==> config.mk <==
export PLATFORM = sky130hd
export DESIGN_NAME = lamp_fpu_issue_queue
export DESIGN_NICKNAME = d
export VERILOG_FILES = /design/src/rtl/lamp_fpu_issue_queue.sv
export SDC_FILE = /design/constraint.sdc
export NUM_CORES = 1
export LEC_CHECK = 0
export ABC_AREA = 1
export CAP_MARGIN = 0
export CORE_MARGIN = 5
export CORE_UTILIZATION = 54
export CTS_CLUSTER_SIZE = 20
export DETAILED_ROUTE_END_ITERATION = 16
export PLACE_DENSITY = 0.84
export SYNTH_ARGS = -nofsm -noshare
export SYNTH_HDL_FRONTEND = slang
export SYNTH_SLANG_ARGS = --single-unit
export TNS_END_PERCENT = 10
==> constraint.sdc <==
create_clock -name clk -period 5.6 [get_ports clk]
set_clock_uncertainty 0.05 [all_clocks]
set_input_delay 1.68 -clock clk [delete_from_list [all_inputs] [get_ports clk]]
set_output_delay 1.68 -clock clk [all_outputs]
set_load 0.05 [all_outputs]
==> src/rtl/lamp_fpu_issue_queue.sv <==
// lamp_fpu_issue_queue: command FIFO and issue sequencer in front of the LAMP FPU core.
// Buffers up to DEPTH commands and issues ADD/SUB one at a time using the core's
// single-cycle-opcode protocol. Other opcodes are answered locally with a qNaN error
// response. Results are returned under a valid/ready handshake carrying a user tag.
// Ports:
//   clk, rst                 clock, synchronous active-high reset
//   flush_i                  drop queued and in-flight work
//   cmd_*                    upstream command channel (valid/ready)
//   fpu_*                    core-side opcode/operands/padv/flush and result inputs
//   rsp_*                    downstream response channel (valid/ready)
//   busy_o                   work queued, in progress, or response pending

package lamp_fpu_issue_queue_pkg;
   localparam int unsigned LAMP_FLOAT_DW = 16;
   localparam int unsigned OPCODE_W      = 4;
   localparam int unsigned RNDMODE_W     = 3;

   typedef logic [OPCODE_W-1:0]  opcodeFPU_t;
   typedef logic [RNDMODE_W-1:0] rndModeFPU_t;

   localparam opcodeFPU_t  FPU_IDLE = 4'd0;
   localparam opcodeFPU_t  FPU_ADD  = 4'd1;
   localparam opcodeFPU_t  FPU_SUB  = 4'd2;
   localparam opcodeFPU_t  FPU_MUL  = 4'd3;
   localparam rndModeFPU_t FPU_RNDMODE_NEAREST = 3'd0;

   localparam logic [LAMP_FLOAT_DW-1:0] LAMP_QNAN = 16'h7FC0;

   // Operation payload of one queued command
   typedef struct packed {
      opcodeFPU_t                opcode;
      rndModeFPU_t               rnd_mode;
      logic [LAMP_FLOAT_DW-1:0]  op1;
      logic [LAMP_FLOAT_DW-1:0]  op2;
   } fpu_cmd_t;
endpackage

module lamp_fpu_issue_queue
   import lamp_fpu_issue_queue_pkg::*;
#(
   parameter int unsigned DEPTH = 4,
   parameter int unsigned TAG_W = 4
) (
   input  logic                      clk,
   input  logic                      rst,
   input  logic                      flush_i,
   input  logic                      cmd_valid_i,
   output logic                      cmd_ready_o,
   input  logic [OPCODE_W-1:0]       cmd_opcode_i,
   input  logic [RNDMODE_W-1:0]      cmd_rndMode_i,
   input  logic [LAMP_FLOAT_DW-1:0]  cmd_op1_i,
   input  logic [LAMP_FLOAT_DW-1:0]  cmd_op2_i,
   input  logic [TAG_W-1:0]          cmd_tag_i,
   output logic [OPCODE_W-1:0]       fpu_opcode_o,
   output logic [RNDMODE_W-1:0]      fpu_rndMode_o,
   output logic [LAMP_FLOAT_DW-1:0]  fpu_op1_o,
   output logic [LAMP_FLOAT_DW-1:0]  fpu_op2_o,
   output logic                      fpu_padv_o,
   output logic                      fpu_flush_o,
   input  logic [LAMP_FLOAT_DW-1:0]  fpu_result_i,
   input  logic                      fpu_isResultValid_i,
   output logic                      rsp_valid_o,
   input  logic                      rsp_ready_i,
   output logic [LAMP_FLOAT_DW-1:0]  rsp_result_o,
   output logic [TAG_W-1:0]          rsp_tag_o,
   output logic                      rsp_err_o,
   output logic                      busy_o
);

   localparam int unsigned PTR_W = (DEPTH > 1) ? $clog2(DEPTH) : 1;
   localparam int unsigned CNT_W = $clog2(DEPTH) + 1;

   typedef enum logic [1:0] {S_IDLE, S_ISSUE, S_WAIT, S_ACK} state_t;

   fpu_cmd_t                  fifo_cmd [DEPTH];
   logic [TAG_W-1:0]          fifo_tag [DEPTH];
   logic [PTR_W-1:0]          wr_ptr, rd_ptr;
   logic [CNT_W-1:0]          count;

   state_t                    state, state_nxt;
   logic                      discard, discard_nxt;
   logic                      rej_pend;
   logic [RNDMODE_W-1:0]      iss_rnd;
   logic [LAMP_FLOAT_DW-1:0]  iss_op1, iss_op2;
   logic [TAG_W-1:0]          iss_tag;

   fpu_cmd_t                  head;
   logic                      head_supported;
   logic                      push, pop;
   logic                      load_core, load_rej;
   logic [OPCODE_W-1:0]       opcode_nxt;
   logic                      padv_nxt;

   // Upstream handshake; flush and reset both refuse new commands
   assign cmd_ready_o = (count < CNT_W'(DEPTH)) && !flush_i && !rst;
   assign push        = cmd_valid_i && cmd_ready_o;

   assign head           = fifo_cmd[rd_ptr];
   assign head_supported = (head.opcode == FPU_ADD) || (head.opcode == FPU_SUB);

   // Core must not start the op it is being shown this cycle
   assign fpu_flush_o = flush_i && (state == S_ISSUE) && !rst;

   // rej_pend covers the one cycle a filtered command spends between pop and response
   assign busy_o = (count != '0) || (state != S_IDLE) || rsp_valid_o || rej_pend;

   assign fpu_rndMode_o = iss_rnd;
   assign fpu_op1_o     = iss_op1;
   assign fpu_op2_o     = iss_op2;

   // Next state, pop decision and response load strobes
   always_comb begin
      state_nxt   = state;
      discard_nxt = discard;
      pop         = 1'b0;
      load_core   = 1'b0;
      load_rej    = rej_pend && !flush_i;
      case (state)
         S_IDLE: begin
            if ((count != '0) && !rsp_valid_o && !rej_pend && !flush_i) begin
               pop = 1'b1;
               if (head_supported) state_nxt = S_ISSUE;
            end
         end
         S_ISSUE: begin
            state_nxt = flush_i ? S_IDLE : S_WAIT;
         end
         S_WAIT: begin
            // The core cannot abort: remember the flush and let the op finish
            if (flush_i) discard_nxt = 1'b1;
            if (fpu_isResultValid_i) begin
               state_nxt = S_ACK;
               load_core = !(discard || flush_i);
            end
         end
         S_ACK: begin
            state_nxt   = S_IDLE;
            discard_nxt = 1'b0;
         end
         default: state_nxt = S_IDLE;
      endcase
      opcode_nxt = (state_nxt == S_ISSUE) ? head.opcode : FPU_IDLE;
      padv_nxt   = (state_nxt == S_ACK);
   end

   // FIFO storage (no reset needed; validity tracked by count)
   always_ff @(posedge clk) begin
      if (push) begin
         fifo_cmd[wr_ptr] <= '{opcode: cmd_opcode_i, rnd_mode: cmd_rndMode_i,
                               op1: cmd_op1_i, op2: cmd_op2_i};
         fifo_tag[wr_ptr] <= cmd_tag_i;
      end
   end

   // Control, issue register and response register
   always_ff @(posedge clk) begin
      if (rst) begin
         wr_ptr       <= '0;
         rd_ptr       <= '0;
         count        <= '0;
         state        <= S_IDLE;
         discard      <= 1'b0;
         rej_pend     <= 1'b0;
         iss_rnd      <= FPU_RNDMODE_NEAREST;
         iss_op1      <= '0;
         iss_op2      <= '0;
         iss_tag      <= '0;
         fpu_opcode_o <= FPU_IDLE;
         fpu_padv_o   <= 1'b0;
         rsp_valid_o  <= 1'b0;
         rsp_result_o <= '0;
         rsp_tag_o    <= '0;
         rsp_err_o    <= 1'b0;
      end else begin
         state        <= state_nxt;
         discard      <= discard_nxt;
         fpu_opcode_o <= opcode_nxt;
         fpu_padv_o   <= padv_nxt;
         rej_pend     <= pop && !head_supported;

         if (flush_i) begin
            wr_ptr <= '0;
            rd_ptr <= '0;
            count  <= '0;
         end else begin
            if (push) wr_ptr <= wr_ptr + PTR_W'(1);
            if (pop)  rd_ptr <= rd_ptr + PTR_W'(1);
            count <= count + CNT_W'(push) - CNT_W'(pop);
         end

         if (pop) begin
            iss_rnd <= head.rnd_mode;
            iss_op1 <= head.op1;
            iss_op2 <= head.op2;
            iss_tag <= fifo_tag[rd_ptr];
         end

         if (flush_i) begin
            rsp_valid_o <= 1'b0;
         end else if (load_core) begin
            rsp_valid_o  <= 1'b1;
            rsp_result_o <= fpu_result_i;
            rsp_tag_o    <= iss_tag;
            rsp_err_o    <= 1'b0;
         end else if (load_rej) begin
            rsp_valid_o  <= 1'b1;
            rsp_result_o <= LAMP_QNAN;
            rsp_tag_o    <= iss_tag;
            rsp_err_o    <= 1'b1;
         end else if (rsp_valid_o && rsp_ready_i) begin
            rsp_valid_o <= 1'b0;
         end
      end
   end

endmodule

Yosys cells after proc, flatten, opt, wreduce, memory -nomap -nowiden --
Memories as Yosys holds them, arrays and structs flattened. A register that Yosys moved wholly into a read port is not among the register bits. Index checks and enable logic that the tools add are counted.
Word-level totals: memory bits (writable) 172, output and inout bits 65, word-level logic and storage cells 88, bits in registers 73, memories kept 2, bits of input ports 65
Cells by class: magnitude comparators 1, equal/unequal tests 8, bitwise logic cells 2, reductions and logical operators 32, mux-type cells 24, add/subtract/negate cells 4
Memories:
- fifo_cmd | words 4, bits a word 39, read ports 1, clocked after memory_dff 1, write ports 1, RTL line 75 | fpu_cmd_t fifo_cmd [DEPTH];
- fifo_tag | words 4, bits a word 4, read ports 1, clocked after memory_dff 1, write ports 1, RTL line 76 | logic [TAG_W-1:0] fifo_tag [DEPTH];
Operator list (count):
- $mux 16 | 2
- $mux 1 | 12
- $mux 2 | 6
- $logic_and 1x1->1 | 11
- $mux 4 | 2
- $pmux 2 s4 | 1
- $eq 2x2->1 const B | 3
- $logic_not 1->1 | 6
- $reduce_bool 2->1 | 3
- $reduce_bool 3->1 | 2
- $logic_or 1x1->1 | 5
- $add 2x1->2 const B | 2
- $eq 2x1->1 const B | 2
- $eq 4x1->1 const B | 1
- $eq 4x2->1 const B | 1
- $reduce_and 2->1 | 2
- $reduce_or 2->1 | 2
- $add 3x1->3 | 1
- $lt 3x3->1 const B | 1
- $sub 3x1->3 | 1
- $logic_not 2->1 | 1
- $ne 2x2->1 const B | 1
- $not 1->1 | 2
- $pmux 1 s2 | 1

Longest topological paths before layout --
Gate-level depths: netlist (run 1).
depth in word-level cells 9, gate-level depth with buffers 12

Least setup slack after synthesis (run 1) --
OpenSTA, ideal clock, no wires.
path kind input to output, from input port rst, to output port fpu_flush_o, arrival 3.335 ns, setup slack 0.535 ns, path buffers 1, required time 3.870 ns, stages on the path 2, cells stage by stage buf_6 -> nor4_1
Between the ends: cells in the longest elaborated chain, start to end 2
Ends and longest elaborated chain:
- from (decl) | RTL line 45 | input logic rst,
- $logic_not 1->1 | RTL line 102 | assign fpu_flush_o = flush_i && (state == S_ISSUE) && !rst;
- $logic_and 1x1->1 | RTL line 102
- to (decl) | RTL line 59 | output logic fpu_flush_o,
No other way between the ends.

Worst setup path after layout (run 1) --
from input port rst, to output port cmd_ready_o
Between the ends: cells in the longest elaborated chain, start to end 2
Ends and longest elaborated chain:
- $logic_not 1->1 | RTL line 95 | assign cmd_ready_o = (count < CNT_W'(DEPTH)) && !flush_i && !rst;
- $logic_and 1x1->1 | RTL line 95
- to (decl) | RTL line 48 | output logic cmd_ready_o,
No other way between the ends.

==> results of run 1 <==
[worst min-delay path by stage]
stage,endpoint,cells past startpoint
finish,rsp_tag_o[1],2
global route,rsp_tag_o[2],2
CTS,rsp_tag_o[1],2
detailed placement,rsp_tag_o[1],2
global placement,rsp_tag_o[1],2
floorplan,rsp_tag_o[0],2
[critical path: cells and delay by family]
kind / cells / cell delay (ps)
buffers and inverters: 3 / 860
AND/OR/NAND/NOR: 2 / 400
[cell type report]
class | instances | share of cell area (%)
Clock buffer | 38 | 5.99
Clock inverter | 8 | 0.486
Inverter | 27 | 0.896
Multi-Input combinational cell | 480 | 20.0
Sequential cell | 251 | 58.2
Tap cell | 225 | 2.43
Timing Repair Buffer | 138 | 12.0
[synth_stat cells, drive strengths merged (5+ instances only)]
| master | n | share of area [%] |
|---|---|---|
| a21oi | 21 | 1.2 |
| buf | 28 | 2.6 |
| dfxtp | 79 | 17 |
| nand2 | 55 | 2.3 |
| o21ai | 131 | 6.9 |
| edfxtp | 172 | 55 |
| ha | 5 | 0.66 |
| o22ai | 39 | 2.6 |
| nand3 | 23 | 1.3 |
| inv | 27 | 1.1 |
| clkbuf | 16 | 0.64 |
| nor2 | 194 | 8.3 |
[through the flow]
stage	hold slack, ps	power [W]	area (um^2)
4_1_cts	405	0.00384	11600
5_1_grt	447	0.00396	11600
6_report	408	0.00382	11600
2_1_floorplan	386	0.00222	9440
3_3_place_gp	398	0.00233	10800
3_5_place_dp	399	0.00233	10800
[cells by family after synthesis]
family	synth area share, %
AO/OA/AOI/OAI	10.9
AND/OR/NAND/NOR	12.3
buffers and inverters	4.32
other	0.0397
XOR/XNOR	0.0928
flip-flops	71.5
adder cells (fa/ha/maj)	0.875
[routing by layer]
layer	GRT usage, %	up-vias	wire (um)
met5	0	-	0
met1	27.2	3070	8260
met4	5.86	0	499
met3	3.23	42	1620
met2	35.4	310	10300
li1	-	3056	-
[registers in the layout (all words and copies together), names as in the netlist, named ones only]
signal,cells
count,3
discard,1
fifo_cmd,156
fifo_tag,16
fpu_op1_o,16
fpu_op2_o,16
fpu_opcode_o,4
fpu_padv_o,1
fpu_rndMode_o,3
iss_tag,4
rd_ptr,2
rej_pend,1
rsp_err_o,1
rsp_result_o,16
rsp_tag_o,4
rsp_valid_o,1
state,2
wr_ptr,2
[power by group]
group	internal (W)	switching [W]	total, W
registers	0.00201	0.0000149	0.00203
logic	0.000101	0.000167	0.000268
clock network	0.000860	0.000665	0.00152
==> out/metrics.cfg, run 1 <==
[status]
status=finished, final reports clean

[final_layout]
fillers=1212
multi_input_area_um2=2320
drive_gt1_share_pct=7.64
stdcell_count=1167
final_cell_mix=nor2_1, edfxtp_1, clkdlybuf4s50_1
final_common_cell=nor2_1
nets=994
regArea_um2=6750
final_util_pct=67.3
diodes=0
syn2layout_area_growth_pct=22.8

[synthesis]
synth_warnings=0
syn_area_um2=9440
synth-edff-count=172
ys_types=34
synthCells=801
synth_seq_area_share_pct=71.5
ys.flop_type=edfxtp_1
synth_seq_cells=251
syn_avg_cell_area_um2=11.8
synth-async-reset-ratio_pct=0

[critical_path]
path_class=in2out
cpMostUsedCell=nor2_4
endpoint_kind=output port
endpoint=cmd_ready_o
cpMaxStageDelayCell=clkdlybuf4s50_1
worstSetupStartpointType=input pin
worstPathMaxFanout=6
required_ps=3870
r2r-end=fpu_op1_o[10]
cp_cell_sequence=clkdlybuf4s50_1, nor2_4, inv_1, nor2_4, buf_12
rrSetupSlack_ps=3010
critPathArrivalTime_ps=2950
cpPeakStageDelay_ps=550
worstRegToRegCells=7
startpoint=rst

[sta]
fin_crit_ps=4680
setup_slack_ps=922
drv_slew=0
rsz0062_at_grt=no
report.final.hold_viol_count=0
finalSetupViolCount=0
max_slew_margin_pct=45.3
worst_pin_slew_ps=821
fmax_mhz=214
timing.final.crit_share_pct=83.5
final.setup.tns_ps=0

[clock_network]
cts_buffers=25
clockRootBuffer=clkbuf_16
clkTransAtPathRegs_ps=60
cts_resized=0
cts_max_path_buffers=3
cts_sinks=251
ctsHoldBuffers=0
cts_tree=built
insertion_delay_ps=520
htreeDepth=1
postCtsSetupBuffers=0

[grt]
track_usage_pct=20.5
overflow=0
grt_max_degree=80
grt_pass1_wl_mm=33.4
antenna_found_initial=0
grt_pass1_vias=6528

[route]
wl_per_cell_um=17.7
vias=6478
drt_iter0_drc=674
viasPerCell=5.55
final_antenna_net_count=0
first_pass_iters=6
wl_mm=20.6
drc=0

[placement]
placed_cells=1121
io_buffers=129
gp_congestion=0.776
dp_hpwl_mm=12.3
place_ws_ps=922

[die]
dieArea_um2=20200
fp.dieW_um=142
initial_core_util_pct=54.8
io_pins=130
die_height_um=142
core_area_um2=17200
rows=48

[pwr]
leakage_nw=4.02
ir_worst_vdd_mv=0.309
power_density_nw_per_um2=330

[min_path]
hp-start=iss_tag[1]
hp-class=reg2reg

[flow_run]
drv_cap=0

(Power assumes the default switching activity.)
==> run 2, diff against run 1 <==
--- a/config.mk
+++ b/config.mk
@@ -8,10 +8,10 @@
 export ABC_AREA = 1
 export CAP_MARGIN = 0
 export CORE_MARGIN = 5
-export CORE_UTILIZATION = 54
+export CORE_UTILIZATION = 49
 export CTS_CLUSTER_SIZE = 20
 export DETAILED_ROUTE_END_ITERATION = 16
-export PLACE_DENSITY = 0.84
+export PLACE_DENSITY = 0.8
 export SYNTH_ARGS = -nofsm -noshare
 export SYNTH_HDL_FRONTEND = slang
 export SYNTH_SLANG_ARGS = --single-unit
==> constraint.sdc (replaced) <==
create_clock -name clk -period 4.1 [get_ports clk]
set_clock_uncertainty 0.05 [all_clocks]
set_input_delay 1.23 -clock clk [delete_from_list [all_inputs] [get_ports clk]]
set_output_delay 1.23 -clock clk [all_outputs]
set_load 0.05 [all_outputs]
==> out/metrics.cfg, run 2 (synthesized netlist as in run 1, its figures left out) <==
[final_layout]
syn2layout_area_growth_pct=24.8
regMostFlops=fifo_cmd
multi_input_area_um2=2320  ; unchanged
final_common_cell=nor2_1
design_area_um2=11800  ; +1.6%
final_cell_mix=nor2_1, edfxtp_1, clkdlybuf4s50_1
largest_reg_flops=156  ; unchanged
stdcell_count=1209  ; +3.6%
fillers=1431  ; +18%
drive_gt1_share_pct=8.96  ; +1.3 points
nets=1001  ; +0.70%
regArea_um2=6750  ; unchanged
diodes=0  ; unchanged

[die]
dieArea_um2=22100  ; +9.5%
core_area_um2=18800  ; +9.2%
die_height_um=149  ; +4.6%
fp.dieW_um=149  ; +4.6%
rows=50  ; +4.2%
io_pins=130  ; unchanged
initial_core_util_pct=50.1  ; -4.6 points

[placement]
placed_cells=1163  ; +3.7%
io_buffers=129  ; unchanged
dp_hpwl_mm=12.4  ; +0.51%
gp_congestion=0.789  ; +1.7%
placed_cell_area_um2=10900  ; +0.77%

[critical_path]
critPathArrivalTime_ps=2530  ; -420 ps
r2r-end=fpu_opcode_o[0]
worstSetupStartpointType=input pin
worstRegToRegCells=9  ; +2
path_class=in2out
required_ps=2820  ; -1050 ps
endpoint_kind=output port
worstPathMaxFanout=5  ; -1
rrSetupSlack_ps=1790  ; -1220 ps

[sta]
report.final.hold_viol_count=0  ; unchanged
final.setup.tns_ps=0  ; unchanged
fmax_mhz=262
hold_slack_ps=414  ; +5.44 ps
finalSetupViolCount=0  ; unchanged
worst_pin_slew_ps=902  ; +81.6 ps
drv_slew=0  ; unchanged
max_slew_margin_pct=39.8  ; -5.5 points
timing.final.crit_share_pct=93.0
rsz0062_at_grt=no
fin_crit_ps=3810

[clock_network]
cts_buffers=25  ; unchanged
cts_sinks=251  ; unchanged
cts_max_path_buffers=3  ; unchanged
ctsHoldBuffers=0  ; unchanged
postCtsSetupBuffers=0  ; unchanged
clkTransAtPathRegs_ps=60  ; about the same
cts_resized=0  ; unchanged
insertion_delay_ps=520  ; about the same
cts_tree=built
clockRootBuffer=clkbuf_16
htreeDepth=1  ; unchanged

[route]
viasPerCell=5.30  ; -4.5%
final_antenna_net_count=0  ; unchanged
drt_iter0_drc=568  ; -16%
wl_mm=20.4  ; -1.4%
drc=0  ; unchanged
vias=6406  ; -1.1%
first_pass_iters=5  ; -1
wl_per_cell_um=16.8  ; -4.8%

[grt]
grt_pass1_vias=6264  ; -4.0%
grt_pass1_wl_mm=32.2  ; -3.7%
overflow=0  ; unchanged
antenna_found_initial=0  ; unchanged
grt_max_degree=79  ; -1.3%
track_usage_pct=18.1  ; -2.4 points

[flow_run]
drv_cap=0  ; unchanged

[min_path]
hp-start=iss_tag[1]
hold_depth=2  ; unchanged
hp-class=reg2reg
holdPathEnd=rsp_tag_o[1]

[status]
status=finished, final reports clean

[pwr]
ir_worst_vdd_mv=0.310  ; +0.43%
finalPower_w=0.00546  ; +43%
power_density_nw_per_um2=464  ; +41%
leakage_nw=4.10  ; +2.0%

[run 2: cell count changes in the layout (fill, tap and decap cells not counted), sizes merged]
cell	delta
clkbuf	-7
inv	+1
clkinvlp	+1
buf	+7
bufinv	+4
clkinv	+1
[run 2: critical path, cell delays in order]
cell and delay (ps):
clkdlybuf4s50_1 570, inv_2 90, nor4_1 440, buf_12 200
[run 2: how the worst max path moves through the flow]
stage,from,endpoint,slack [ps],cells past startpoint
2_1_floorplan,rst,fifo_cmd[0][0],-250,6
3_3_place_gp,flush_i,fpu_flush_o,290,4
3_5_place_dp,flush_i,fpu_flush_o,280,4
4_1_cts,flush_i,fpu_flush_o,280,4
5_1_grt,flush_i,fpu_flush_o,190,4
6_report,flush_i,fpu_flush_o,290,4
[run 2: stage by stage]
step	utilization (%)	setup WS, ps
after floorplan	-	-251
after global placement	58.0	291
after detailed placement	58.0	284
after CTS	62.6	280
after global routing	62.6	191
final	62.6	286
[run 2: metal layers]
layer	share of wire (%)	up-vias	routed length, um	track usage [%]
met5	0	-	0	0
met3	8.3	50	1690	3.71
met1	41	3025	8250	23.9
met4	2.7	0	545	5.31
li1	-	3073	-	-
met2	48	258	9870	30.4
[run 2: area by class of cell]
type | instances | share of cell area (%)
inverter | 27 | 0.882
timing repair buffer | 145 | 12.2
sequential | 251 | 57.3
clock inverter | 15 | 1.74
clock buffer | 31 | 5.50
tap | 260 | 2.76
multi-input combinational | 480 | 19.7
[run 2: report_power, final]
part           internal [W]  total [W]  switching [W]
sequential          0.00275    0.00277      0.0000191
combinational      0.000139   0.000365       0.000227
clock               0.00139    0.00233       0.000935
